$ cat config.mk
export PLATFORM = sky130hd
export DESIGN_NAME = bram_loader
export DESIGN_NICKNAME = d
export VERILOG_FILES = /design/src/rtl/bram_loader.sv
export SDC_FILE = /design/constraint.sdc
export NUM_CORES = 1
export LEC_CHECK = 0
export CORE_MARGIN = 8
export CORE_UTILIZATION = 30
export DETAILED_ROUTE_END_ITERATION = 8
export PLACE_DENSITY = 0.55
export SKIP_CTS_REPAIR_TIMING = 1
export SKIP_LAST_GASP = 1
export SLEW_MARGIN = 20
export SYNTH_ARGS = -nofsm -noshare
export SYNTH_HDL_FRONTEND = slang
export SYNTH_SLANG_ARGS = --single-unit
$ cat constraint.sdc
create_clock -name clk -period 4.8 [get_ports clk]
set_input_delay 0.96 -clock clk [delete_from_list [all_inputs] [get_ports clk]]
set_output_delay 0.96 -clock clk [all_outputs]
set_load 0.03 [all_outputs]
$ cat src/rtl/bram_loader.sv
// bram_loader: streams num_words beats into a BRAM write port, addresses 0..target-1.
// Optional excess-data check enabled by defining BRAM_LOADER_OVERRUN_CHK_EN.
module bram_loader #(
  parameter int DATA_WIDTH = 8,
  parameter int DEPTH      = 1024,
  parameter int ADDR_W     = $clog2(DEPTH)
) (
  input  logic                  clk,
  input  logic                  rst,
  input  logic                  start,
  input  logic [ADDR_W:0]       num_words,
  input  logic                  clear,
  input  logic [DATA_WIDTH-1:0] s_data,
  input  logic                  s_valid,
  output logic                  s_ready,
  output logic [DATA_WIDTH-1:0] bram_din,
  output logic                  bram_ena,
  output logic [ADDR_W-1:0]     bram_addra,
  output logic                  load_done,
  output logic                  busy,
  output logic                  err
);
  typedef enum logic [1:0] {IDLE, LOAD, DONE} state_t;
  localparam logic [ADDR_W:0] DEPTH_W = (ADDR_W+1)'(DEPTH);
  localparam logic [ADDR_W:0] ONE     = (ADDR_W+1)'(1);
  state_t state;
  logic [ADDR_W:0] cnt, target, tgt_next, cnt_inc;
  logic accept;
  assign tgt_next = (num_words > DEPTH_W) ? DEPTH_W : num_words;
  assign cnt_inc  = cnt + ONE;
  assign s_ready  = state == LOAD;
  assign busy     = state == LOAD;
  assign accept   = s_valid && s_ready;
  always_ff @(posedge clk or posedge rst) begin
    if (rst) begin
      state      <= IDLE;
      cnt        <= '0;
      target     <= '0;
      bram_ena   <= 1'b0;
      bram_din   <= '0;
      bram_addra <= '0;
      load_done  <= 1'b0;
    end else begin
      bram_ena <= 1'b0;
      if (clear) begin
        state     <= IDLE;
        load_done <= 1'b0;
      end else if (state != LOAD) begin
        if (start) begin
          target    <= tgt_next;
          cnt       <= '0;
          load_done <= 1'b0;
          state     <= (tgt_next == '0) ? DONE : LOAD;
        end else if (state == DONE) begin
          load_done <= 1'b1;
        end
      end else if (accept) begin
        // cnt < target <= DEPTH, so the low ADDR_W bits never wrap
        bram_ena   <= 1'b1;
        bram_din   <= s_data;
        bram_addra <= cnt[ADDR_W-1:0];
        cnt        <= cnt_inc;
        if (cnt_inc == target) state <= DONE;
      end
    end
  end
`ifdef BRAM_LOADER_OVERRUN_CHK_EN
  always_ff @(posedge clk or posedge rst) begin
    if (rst) err <= 1'b0;
    else if (clear || (start && state != LOAD)) err <= 1'b0;
    else if (state == DONE && s_valid) err <= 1'b1;
  end
`else
  assign err = 1'b0;
`endif
endmodule

==> metrics.md <==
| Metric | Value |
|---|---|
| Area growth syn-to-layout | 27.9% |
| CP endpoint kind | register |
| Number of fill cells in the layout | 751 |
| Worst R2R Path Depth | 8 |
| Setup CP Type | input port to register |
| Ports | 47 |
| Commonest cells after routing, fill and taps aside | nand2_1, clkdlybuf4s50_1, dfrtp_1, o21ai_0, nor2_1 |
| DP Wirelength | 3770 µm |
| First-pass DRT Iterations | 4 |
| Reg area | 1100 µm² |
| Initial DRC count | 109 |
| Peak supply drop | 0.143 mV |
| RSZ-0062 raised after global routing | no |
| WP buf/inv | 2 |
| Via density | 4.73 |
| Worst-Skew Late Latency | 300 ps |
| Setup ws final | 1690 ps |
| Worst Path Arrival | 3300 ps |
| GRT overflow | 0 |
| Final count of hold timing violations | 0 |
| P_leak | 0.00130 µW |
| Commonest non-fill, non-tap cell in the layout | nand2_1 |
| Fin crit period | 3110 ps |
| RR Startpoint | state[0] |
| Synth area leaders | dfrtp_1, nand2_1, o21ai_0 |
| Total track usage | 0.103 |
| Async set-or-reset flop fraction in the synthesized netlist | 1.00 |
| Yosys warns | 0 |
| Hold path depth | 2 |
| CTS buffer count | 5 |
| Slew @ Worst Pin | 865 ps |
| Initial Utilization | 0.308 |
| # rows | 31 |
| Core area | 7210 µm² |
| Pwr Total | 1190 µW |
| Post-synth top area share | 0.495 |
| Vias in the first global route | 1800 |
| Clock Skew | 6.31 ps |
| P per Cell Area | 420 nW/µm² |
| CP required | 4990 ps |
| Fin nets | 316 |
| Max-slew headroom | 0.421 |
| Multi-input gate area | 1020 µm² |
| Ant diodes | 0 |
| Tcrit/Tclk final | 0.647 |
| H-tree depth | 2 |
| Final TNS setup | 0 ps |
| Final ANT Viol Nets | 0 |
| CP top delay family | simple AND/OR/NAND/NOR gates |
| Final Non-Filler Cells | 391 |
| Die ar. | 10400 µm² |
| Yosys cell types | 40 |
| Drt drc | 0 |
| Sequential-to-total area share from yosys stat | 0.495 |
| Worst-case clock buffer depth | 2 |
| Status | finished, final reports clean |
| Post-placement setup slack | 1370 ps |
| EDFF count, synth | 0 |
| Cell Area, Synth | 2220 µm² |
| Crit path cell chain | clkdlybuf4s50_1 -> or2_2 -> inv_2 -> nor2_1 -> o21ai_0 -> o41ai_1 |
| CP Max Fanout | 32 |
| Critical path's largest stage delay | 600 ps |
| Setup crit start kind | input port |
| CTS clk-pin slew, worst paths | 90 ps |
| Total number of vias | 1848 |
| First-pass GRT wire length | 8560 µm |
| Maximum clock rate | 322 MHz |
| Max-cap violations | 0 |
| Hold Path Class | register to register |
| Routability Congestion | 0.788 |
| Placed cell count | 383 |
| CTS root buf | clkbuf_8 |
| CTS tree | built |
| Max-slew violation count | 0 |
| Mapped Cells | 255 |
| Post-Synthesis Net Count | 280 |
| Worst hold margin | 479 ps |
| Initial antenna violation count | 0 |
| Largest net degree at the start of global routing | 45 |
| # setup viols final | 0 |
| Hold path start | bram_din[1] |
| Worst R2R Setup Slack | 2130 ps |
| R2R Path End | cnt[5] |
| Die Y | 102 µm |
| Die W | 102 µm |
| WHS Endpoint | bram_din[1] |
| Routed len/inst | 13.4 µm |
| CTS sink cnt | 44 |
| Post-Route WL | 5240 µm |
| CP max-delay cell | nor2_1 |
| #FFs+latches synth | 44 |
| Ys flop type | dfrtp_1 |
| Share of layout cells above drive strength 1 | 0.0719 |
| Synth Area per Inst | 8.72 µm² |
| Port bufs | 45 |
| Largest area contributor in the netlist | dfrtp_1 |
cells by family (layout without fill, tap and decap cells):
group,after synthesis,in the layout,synth area share
buffers and inverters,24,61,0.0461
muxes,2,2,0.0101
other,1,1,0.00169
DFF,44,44,0.495
and+or+nand+nor,136,136,0.285
AOI/OAI and AO/OA,33,33,0.101
xor gates and xnor gates,14,14,0.0552
adders and majority gates,1,1,0.00563
power by group:
group / leakage, µW / total [µW] / switching (µW) / internal, µW
Sequential: 0.000587 / 495 / 50.8 / 444
Clock: 0.0000548 / 297 / 140 / 157
Combinational: 0.000656 / 402 / 238 / 165
synthesized netlist by cell type (all sizes together) (2+ instances only):
library cell  number
and3               4
buf                6
o21ai             17
a31oi              3
or3                3
nand3b             8
xnor2              7
clkbuf            11
nand2b             3
nand2             79
o41ai              2
xor2               7
or2                2
nand3             10
nor2              16
dfrtp             44
nor4               3
o31ai              2
a21oi              3
nor3               3
mux2               2
inv                7
nand4              3
routing by layer:
| metal | share of wire | vias to the layer above | global-route usage | wire length [µm] |
|---|---|---|---|---|
| met1 | 0.49 | 867 | 0.139 | 2560 |
| met2 | 0.43 | 60 | 0.152 | 2240 |
| met3 | 0.081 | 2 | 0.0320 | 424 |
| met5 | 0 | - | 0 | 0 |
| li1 | - | 919 | - | - |
| met4 | 0.0036 | 0 | 0.0305 | 19 |
per-stage QoR:
step                      area (µm²)   util
final                           2840  0.394
after global routing            2840  0.394
after CTS                       2840  0.394
after detailed placement        2730  0.378
after global placement          2730  0.378
after floorplan                 2220      -
area by class of cell:
| type | instances | area share |
|---|---|---|
| clock buffers | 5 | 0.0242 |
| clock inverters | 3 | 0.0163 |
| inverters | 7 | 0.00924 |
| multi-input cells | 187 | 0.359 |
| flip-flops and latches | 44 | 0.387 |
| well taps | 99 | 0.0436 |
| repair buffers | 46 | 0.161 |
worst max path at each step:
| stage | from | endpoint | slack (ps) | depth (start not counted) |
|---|---|---|---|---|
| floorplan | cnt[0] | state[0] | 2470 | 8 |
| global placement | clear | cnt[5] | 1370 | 6 |
| detailed placement | clear | cnt[5] | 1370 | 6 |
| CTS | clear | cnt[5] | 1680 | 6 |
| global route | clear | cnt[5] | 1460 | 6 |
| finish | clear | cnt[5] | 1690 | 6 |
worst min-delay path, cell delays in order, from the launching register on:
cell and delay [ps]:
dfrtp_1 350, nand2_1 50, nand2_1 50
registers in the layout, summed over array words and instances (netlist names):
register and count:
bram_din 8, bram_ena 1, load_done 1, target 11, state 2, cnt 11
bram_addra 10
Power figures use the tool's default switching activity.
